[config.mk]
export PLATFORM = sky130hd
export DESIGN_NAME = wb_bank_arbiter
export DESIGN_NICKNAME = d
export VERILOG_FILES = /design/src/rtl/bus_map_pkg.sv /design/src/rtl/bank_decode.sv /design/src/rtl/wb_bank_arbiter.sv
export SDC_FILE = /design/constraint.sdc
export NUM_CORES = 1
export LEC_CHECK = 0
export ABC_AREA = 1
export BUFFER_PORTS_ARGS = -buffer_cell sky130_fd_sc_hd__buf_2
export CORE_MARGIN = 1.5
export CORE_UTILIZATION = 38
export CTS_CLUSTER_SIZE = 28
export DETAILED_ROUTE_END_ITERATION = 16
export PLACE_DENSITY = 0.72
export SLEW_MARGIN = 15
export SYNTH_ARGS = -nofsm -noshare
export SYNTH_HDL_FRONTEND = slang
export SYNTH_SLANG_ARGS = --single-unit
[constraint.sdc]
create_clock -name i_clk -period 4.55 [get_ports i_clk]
set_input_delay 0.455 -clock i_clk [delete_from_list [all_inputs] [get_ports i_clk]]
set_output_delay 0.455 -clock i_clk [all_outputs]
set_load 0.02 [all_outputs]
[src/rtl/bus_map_pkg.sv]
// rtl/bus_map_pkg.sv - slave bus address map, bank encodings and arbiter FSM states
package bus_map_pkg;

  localparam int BANK_CNT = 5;

  // Exclusive upper bounds of each bank, kept 64-bit so any AW up to 64 compares unsigned.
  localparam logic [63:0] RAM_END  = 64'h0000_0000_2000_0000;
  localparam logic [63:0] CSR_END  = 64'h0000_0000_2800_0000;
  localparam logic [63:0] UART_END = 64'h0000_0000_3000_0000;
  localparam logic [63:0] GPIO_END = 64'h0000_0000_3800_0000;
  localparam logic [63:0] QSPI_END = 64'h0000_0000_4000_0000;

  localparam logic [BANK_CNT-1:0] BANK_NONE = 5'b00000;
  localparam logic [BANK_CNT-1:0] BANK_RAM  = 5'b00001;
  localparam logic [BANK_CNT-1:0] BANK_CSR  = 5'b00010;
  localparam logic [BANK_CNT-1:0] BANK_UART = 5'b00100;
  localparam logic [BANK_CNT-1:0] BANK_GPIO = 5'b01000;
  localparam logic [BANK_CNT-1:0] BANK_QSPI = 5'b10000;

  localparam logic [BANK_CNT-1:0] BANK_CACHABLE = BANK_RAM;

  typedef enum logic [1:0] {
    ST_IDLE,
    ST_REQ,
    ST_WAIT,
    ST_RESP
  } state_t;

endpackage

[src/rtl/bank_decode.sv]
// rtl/bank_decode.sv - combinational address to one-hot bank and cachability decode
module bank_decode
  import bus_map_pkg::*;
#(
  parameter int AW = 32
) (
  input  logic [AW-1:0]       i_addr,
  output logic [BANK_CNT-1:0] o_bank,
  output logic                o_cachable
);

  logic [63:0] w_addr;

  always_comb begin
    w_addr = 64'(i_addr);
    if (w_addr < RAM_END)       o_bank = BANK_RAM;
    else if (w_addr < CSR_END)  o_bank = BANK_CSR;
    else if (w_addr < UART_END) o_bank = BANK_UART;
    else if (w_addr < GPIO_END) o_bank = BANK_GPIO;
    else if (w_addr < QSPI_END) o_bank = BANK_QSPI;
    else                        o_bank = BANK_NONE;
    o_cachable = |(o_bank & BANK_CACHABLE);
  end

endmodule

[src/rtl/wb_bank_arbiter.sv]
// rtl/wb_bank_arbiter.sv - two-master round-robin arbiter onto a banked single-slave bus
module wb_bank_arbiter
  import bus_map_pkg::*;
#(
  parameter int AW      = 32,
  parameter int DW      = 32,
  parameter int TIMEOUT = 255
) (
  input  logic                i_clk,
  input  logic                i_reset,
  input  logic [1:0]          i_m_cyc,
  input  logic [1:0]          i_m_stb,
  input  logic [1:0]          i_m_we,
  input  logic [2*AW-1:0]     i_m_addr,
  input  logic [2*DW-1:0]     i_m_data,
  input  logic [2*DW/8-1:0]   i_m_sel,
  output logic [1:0]          o_m_stall,
  output logic [1:0]          o_m_ack,
  output logic [1:0]          o_m_err,
  output logic [DW-1:0]       o_m_data,
  output logic                o_s_cyc,
  output logic                o_s_stb,
  output logic                o_s_we,
  output logic [AW-1:0]       o_s_addr,
  output logic [DW-1:0]       o_s_data,
  output logic [DW/8-1:0]     o_s_sel,
  output logic [BANK_CNT-1:0] o_s_bank,
  output logic                o_s_cachable,
  input  logic                i_s_ack,
  input  logic                i_s_err,
  input  logic                i_s_stall,
  input  logic [DW-1:0]       i_s_data
);

  localparam int SW = DW / 8;

  state_t              r_state, w_next;
  logic                r_gnt, r_last, r_we, r_cach, r_err;
  logic [AW-1:0]       r_addr;
  logic [DW-1:0]       r_wdata, r_rdata;
  logic [SW-1:0]       r_sel;
  logic [BANK_CNT-1:0] r_bank;
  logic [7:0]          r_cnt;

  logic [1:0]          w_req;
  logic                w_grant, w_sel, w_cach, w_active, w_cyc_held, w_no_bank, w_resp, w_tmo;
  logic [AW-1:0]       w_addr;
  logic [BANK_CNT-1:0] w_bank;

  assign w_req   = i_m_cyc & i_m_stb;
  // Grant is suppressed while reset is held so the stalls read 2'b11 throughout reset.
  assign w_grant = (r_state == ST_IDLE) && (w_req != 2'b00) && !i_reset;
  assign w_sel   = (w_req == 2'b11) ? ~r_last : w_req[1];
  assign w_addr  = w_sel ? i_m_addr[2*AW-1:AW] : i_m_addr[AW-1:0];

  bank_decode #(.AW(AW)) u_bank_decode (
    .i_addr     (w_addr),
    .o_bank     (w_bank),
    .o_cachable (w_cach)
  );

  assign w_active   = (r_state == ST_REQ) || (r_state == ST_WAIT);
  assign w_cyc_held = i_m_cyc[r_gnt];
  assign w_no_bank  = (r_bank == BANK_NONE);
  assign w_resp     = ((r_state == ST_WAIT) || ((r_state == ST_REQ) && !i_s_stall))
                      && (i_s_ack || i_s_err);
  assign w_tmo      = (r_cnt == 8'(TIMEOUT - 1));

  always_ff @(posedge i_clk or posedge i_reset) begin
    if (i_reset) r_state <= ST_IDLE;
    else         r_state <= w_next;
  end

  always_comb begin
    w_next = r_state;
    case (r_state)
      ST_IDLE: if (w_grant) w_next = ST_REQ;
      ST_REQ, ST_WAIT: begin
        if (!w_cyc_held)                        w_next = ST_IDLE;
        else if (w_no_bank || w_resp || w_tmo)  w_next = ST_RESP;
        else if ((r_state == ST_REQ) && !i_s_stall) w_next = ST_WAIT;
      end
      ST_RESP: w_next = ST_IDLE;
      default: w_next = ST_IDLE;
    endcase
  end

  always_comb begin
    o_m_stall = 2'b11;
    o_m_ack   = 2'b00;
    o_m_err   = 2'b00;
    o_s_cyc   = 1'b0;
    o_s_stb   = 1'b0;
    case (r_state)
      ST_IDLE: if (w_grant) o_m_stall[w_sel] = 1'b0;
      ST_REQ: begin
        o_s_cyc = !w_no_bank;
        o_s_stb = !w_no_bank;
      end
      ST_WAIT: o_s_cyc = !w_no_bank;
      ST_RESP: begin
        if (r_err) o_m_err[r_gnt] = 1'b1;
        else       o_m_ack[r_gnt] = 1'b1;
      end
      default: ;
    endcase
  end

  always_ff @(posedge i_clk or posedge i_reset) begin
    if (i_reset) begin
      r_gnt   <= 1'b0;
      r_last  <= 1'b1;
      r_we    <= 1'b0;
      r_cach  <= 1'b0;
      r_err   <= 1'b0;
      r_addr  <= '0;
      r_wdata <= '0;
      r_rdata <= '0;
      r_sel   <= '0;
      r_bank  <= BANK_NONE;
      r_cnt   <= 8'd0;
    end else begin
      if (w_grant) begin
        r_gnt   <= w_sel;
        r_last  <= w_sel;
        r_addr  <= w_addr;
        r_wdata <= w_sel ? i_m_data[2*DW-1:DW] : i_m_data[DW-1:0];
        r_sel   <= w_sel ? i_m_sel[2*SW-1:SW] : i_m_sel[SW-1:0];
        r_we    <= w_sel ? i_m_we[1] : i_m_we[0];
        r_bank  <= w_bank;
        r_cach  <= w_cach;
        r_err   <= 1'b0;
      end
      if (w_active) begin
        r_cnt <= r_cnt + 8'd1;
        // A slave response on the final counted cycle beats the timeout.
        if (w_no_bank || (!w_resp && w_tmo)) begin
          r_err <= 1'b1;
        end else if (w_resp) begin
          r_err   <= i_s_err;
          r_rdata <= i_s_data;
        end
      end else begin
        r_cnt <= 8'd0;
      end
    end
  end

  assign o_s_we       = o_s_cyc & r_we;
  assign o_s_addr     = r_addr;
  assign o_s_data     = r_wdata;
  assign o_s_sel      = r_sel;
  assign o_s_bank     = r_bank;
  assign o_s_cachable = r_cach;
  assign o_m_data     = r_rdata;

endmodule

==> reports/results.tsv, run 1 <==
metric	value	unit
setup_ws	1.60	ns
critPathMaxFanout	28	
crit_start	r_state[1]$_DFFE_PP0P_	
portBuffers	293	
cts_tree	yes	
grt_setup_unrepaired	false	
r2r_slack	1.89	ns
powerDensity	718	nW/µm²
synth_area	5360	µm²
yosysSeqAreaShare	55.6	%
end_kind	output port	
yosysUniqueCellTypes	24	
final_common_cell	nand2_1	
drc	0	
gp_congestion	0.873	
postCtsResizedCells	0	
yosysWarningCount	0	
grt_max_degree	67	
worst-r2r-cell-count	7	
final-seq-area	2980	µm²
final_core_util	54.9	%
fmax	0.339	GHz
clkSlewWorstSetupHoldPaths	0.06	ns
clk_latency	0.41	ns
cts_root_buf	clkbuf_16	
power.leakage	4.31	nW
fin_nets	1139	
pre_cts_slack	1.91	ns
dieWidth	122	µm
synthCells	668	
worstPathArrival	2.49	ns
drt_iter0_drc	234	
final_cell_mix	316 x nand2_1, 293 x buf_2, 118 x dfrtp_1	
firstDrtPassIters	4	
report.final.slew_viol_count	0	
tns	0	ns
area_growth	41.6	%
setup_viol	0	
numCtsBuffers	17	
ys_ff_latch	119	
hold_slack	0.244	ns
initial_core_util	38.8	%
synthArstFlopShare	100	%
post_drt_wl_per_cell	14.6	µm
hold_class	in2reg	
rows	43	
vias	5510	
hold_buffers	0	
io_pins	294	
final-hold-violation-count	0	
viasPerCell	4.80	
cap_viol_max_count	0	
dp_hpwl	12200	µm
r2r-end	o_m_data[21]$_DFFE_PP0P_	
placedCellCount	1114	
antenna_found_initial	3	
skew	0.00897	ns
slew_headroom	30.9	%
final.fill_count	1316	
fin_crit_sh	64.7	%
avgSynthCellArea	8.03	µm²
multi_input_area	2110	µm²
synth_edf_count	0	
grt_pass1_wl	26300	µm
cp.required	4.09	ns
cts_buffer_depth	2	
grt_pass1_vias	5280	
min_period	2.95	ns
drive_above_1_share	34.9	%
synth_fp_nets	854	
clock_sinks	119	
fp.dieH	122	µm
die_area	14800	µm²
wl	16700	µm
fin_cells	1148	
ir_worst_vdd	0.354	mV
status	completed	
worstMarginPinSlew	1.03	ns
ys.flop_type	dfrtp_1	
post-cts-setup-buffers	0	
ant_nets	0	
core	13800	µm²
cp-start-kind	register	
critical_path_class	reg2out	
grt_overflow_total	0	
track_usage	23.0	%
htreeDepth	4	
r2r_start	r_state[1]$_DFFE_PP0P_	
setup.worst_path.end	o_m_stall[1]	
[state kept, by name, indices dropped and copies added, names as in the netlist, 2 cells and up]
signal / flops
r_state: 2
o_s_data: 32
o_s_sel: 4
o_m_data: 32
o_s_bank: 5
o_s_addr: 32
r_cnt: 8
[final cells by class]
class / instances / share of cell area, %
timing repair buffer: 299 / 19.9
clock inverter: 12 / 2.62
sequential: 119 / 39.2
clock buffer: 20 / 6.01
inverter: 28 / 1.42
multi-input combinational: 488 / 27.8
tap: 180 / 2.96
antenna: 2 / 0.0659
[critical path, cell delays in order (launching register included)]
cell,delay [ns]
dfrtp_1,0.41
inv_1,0.11
ha_1,0.25
nand3_4,0.34
nor2_4,0.53
inv_1,0.22
buf_2,0.21
[how the worst min path moves through the flow]
stage,from,endpoint,depth (start not counted)
2_1_floorplan,r_last$_DFFE_PP1P_,r_last$_DFFE_PP1P_,2
3_3_place_gp,o_m_data[2]$_DFFE_PP0P_,o_m_data[2]$_DFFE_PP0P_,2
3_5_place_dp,o_m_data[2]$_DFFE_PP0P_,o_m_data[2]$_DFFE_PP0P_,2
4_1_cts,i_m_addr[10],o_s_addr[10]$_DFFE_PP0P_,3
5_1_grt,i_m_addr[26],o_s_addr[26]$_DFFE_PP0P_,3
6_report,i_m_addr[10],o_s_addr[10]$_DFFE_PP0P_,3
[per-stage QoR]
stage	instance area [µm²]	total power, mW
after floorplan	5360	3.17
after CTS	7590	5.50
after global placement	6940	3.96
after detailed placement	6940	4.00
after global routing	7590	5.81
final	7600	5.45
[report_power, final]
group          internal [mW]  switching (mW)
registers               1.54           0.269
clock network           1.00           0.484
logic                  0.713            1.45
total                   3.26            2.20
[cell usage after synthesis, drive strengths merged, types with 2 or more instances]
cell | instances | area [µm²]
nand2 | 317 | 1190
nor2 | 28 | 108
ha | 7 | 87.6
nand3 | 108 | 541
buf | 24 | 161
nand3b | 2 | 15.0
clkbuf | 9 | 33.8
inv | 27 | 101
dfrtp | 118 | 2950
a21oi | 9 | 45.0
o21ai | 6 | 30.0
nor3 | 6 | 30.0
o21a | 2 | 15.0
[per-layer routing]
layer	GRT usage, %	wire length, µm	up-vias
li1	-	-	2683
met1	27.3	6590	2563
met2	39.1	8350	235
met3	7.54	1440	27
met4	8.09	316	2
met5	0	13	-
[logic make-up after synthesis]
kind of cell               count (synthesis)  share of synthesized area (%)
adders and majority gates                  7                           1.63
DFF                                      119                           55.6
buffers and inverters                     61                           5.60
AOI/OAI and AO/OA                         18                           1.82
and+or+nand+nor                          463                           35.4
No activity file was read; power rests on OpenSTA's default activity.
==> inputs of run 2 (changes only) <==
==> constraint.sdc (replaced) <==
create_clock -name i_clk -period 3.02 [get_ports i_clk]
set_input_delay 0.302 -clock i_clk [delete_from_list [all_inputs] [get_ports i_clk]]
set_output_delay 0.302 -clock i_clk [all_outputs]
set_load 0.02 [all_outputs]
==> run 2 against run 1 <==
  * Global-route usage shrank 1.5 points
  * Utilization shrank 0.12 points
  * Via count shrank 2.6%
  * Clock-buffer cell count grew 3
  * Total power grew 46%
  * Final area shrank 0.21%
  * Cell count is essentially flat
  * Clock skew shrank 0.0028 ns
  * Hold slack lost 0.15 ns
  * Sequential share of layout area grew 0.084 points
  * First-iteration DRC count grew 23%
  * Critical endpoint is now o_m_stall[0]
  * Largest cell class unchanged
==> reports/results.tsv, run 2 (same netlist as run 1, synthesis figures left out) <==
metric	value	unit	change
status	completed		
worst-r2r-cell-count	7		unchanged
skew	0.00621	ns	-0.00276 ns
wl	16000	µm	-4.4%
r2r-end	o_s_addr[21]$_DFFE_PP0P_		
grt_max_degree	69		+3.0%
gp_congestion	0.849		-2.8%
ant_nets	0		unchanged
clock_sinks	119		unchanged
r2r_slack	0.74	ns	-1.15 ns
hold_slack	0.0927	ns	-0.151 ns
fin_cells	1149		+0.087%
final-hold-violation-count	0		unchanged
powerDensity	1050	nW/µm²	+47%
placedCellCount	1117		+0.27%
p_total	7.98	mW	+46%
clkSlewWorstSetupHoldPaths	0.05	ns	about the same
hold_buffers	0		unchanged
antenna_found_initial	1		-2
report.final.slew_viol_count	0		unchanged
portBuffers	293		unchanged
grt_pass1_vias	4900		-7.2%
fin_nets	1142		+0.26%
cp-start-kind	register		
rows	43		unchanged
initial_core_util	38.8	%	unchanged
vias	5367		-2.6%
cap_viol_max_count	0		unchanged
final_cell_mix	316 x nand2_1, 293 x buf_2, 118 x dfrtp_1		
grt_overflow_total	0		unchanged
cp.required	2.72	ns	-1.37 ns
grt_pass1_wl	24500	µm	-6.7%
setup_ws	0.364	ns	-1.24 ns
r2r_start	r_state[0]$_DFFE_PP0P_		
fin_crit_sh	87.9	%	
final_common_cell	nand2_1		
critical_path_class	reg2out		
grt_setup_unrepaired	false		
core	13800	µm²	unchanged
dp_hpwl	11700	µm	-4.1%
track_usage	21.6	%	-1.5 points
drt_iter0_drc	288		+23%
setup_viol	0		unchanged
firstDrtPassIters	5		+1
fmax	0.376	GHz	
fp.dieH	122	µm	unchanged
cts_root_buf	clkbuf_16		
hold_class	in2reg		
cts_tree	yes		
slew_headroom	41.5	%	+11 points
min_to	o_s_data[24]$_DFFE_PP0P_		
drive_above_1_share	35.2	%	+0.34 points
drc	0		unchanged
cts_buffer_depth	2		unchanged
io_pins	294		unchanged
die_area	14800	µm²	unchanged
area_growth	41.3	%	
worstMarginPinSlew	0.877	ns	-0.157 ns
end_kind	output port		
final.fill_count	1331		+1.1%
whs_path_depth	3		unchanged
min_from	i_m_data[24]		
power.leakage	4.30	nW	-0.29%
tns	0	ns	unchanged
post_drt_wl_per_cell	13.9	µm	-4.5%
worstPathArrival	2.35	ns	-0.14 ns
postCtsResizedCells	0		unchanged
viasPerCell	4.67		-2.7%
critPathMaxFanout	39		+39%
htreeDepth	4		unchanged
post-cts-setup-buffers	0		unchanged
ir_worst_vdd	0.579	mV	+64%
pre_cts_slack	0.737	ns	-1.17 ns
dieWidth	122	µm	unchanged
clk_latency	0.41	ns	about the same
min_period	2.66	ns	
numCtsBuffers	17		unchanged
run 2: cell types whose count changed in the layout (fill, tap and decap cells not counted), sizes merged:
cell	before	now
inv	27	26
buf	299	302
clkinvlp	1	3
clkbuf	20	23
bufinv	5	2
diode	2	1
clkinv	7	5
run 2: critical path: stages, from the launching register on:
cell,delay [ns]
dfrtp_1,0.41
inv_1,0.12
ha_1,0.22
nand3_4,0.40
a21oi_4,0.58
inv_2,0.04
buf_2,0.16
run 2: metal layers:
| metal | wire length [µm] | GRT usage, % | up-vias |
|---|---|---|---|
| met4 | 346 | 9.56 | 0 |
| met3 | 1240 | 6.84 | 24 |
| li1 | - | - | 2693 |
| met2 | 7730 | 34.6 | 221 |
| met1 | 6660 | 26.7 | 2429 |
| met5 | 0 | 0 | - |
run 2: through the flow:
stage          area [µm²]  util, %
2_1_floorplan        5370        -
3_3_place_gp         6980     50.5
3_5_place_dp         6980     50.5
4_1_cts              7580     54.8
5_1_grt              7580     54.8
6_report             7580     54.8
run 2: area by class of cell:
cell class                 instances  area [µm²]  share of cell area (%)
sequential                       119        2980                    39.3
clock inverter                     8        95.1                    1.25
multi-input combinational        488        2110                    27.9
tap                              180         225                    2.97
antenna                            1        2.50                  0.0330
inverter                          28         109                    1.44
timing repair buffer             302        1560                    20.6
clock buffer                      23         498                    6.57
run 2: worst max path at each step:
stage               cells past startpoint              startpoint                  endpoint
finish                                  6  r_state[0]$_DFFE_PP0P_              o_m_stall[0]
global route                            6  r_state[0]$_DFFE_PP0P_              o_m_stall[0]
CTS                                     6  r_state[0]$_DFFE_PP0P_              o_m_stall[0]
detailed placement                      7  r_state[0]$_DFFE_PP0P_  o_s_addr[21]$_DFFE_PP0P_
global placement                        7  r_state[0]$_DFFE_PP0P_  o_s_addr[21]$_DFFE_PP0P_
floorplan                               6                 i_reset              o_m_stall[1]
run 2: power breakdown:
group          leakage, nW  total [mW]  switching [mW]  internal (mW)
clock network        0.291        2.01           0.696           1.31
logic                 2.50        3.26            2.17           1.09
registers             1.51        2.72           0.392           2.32
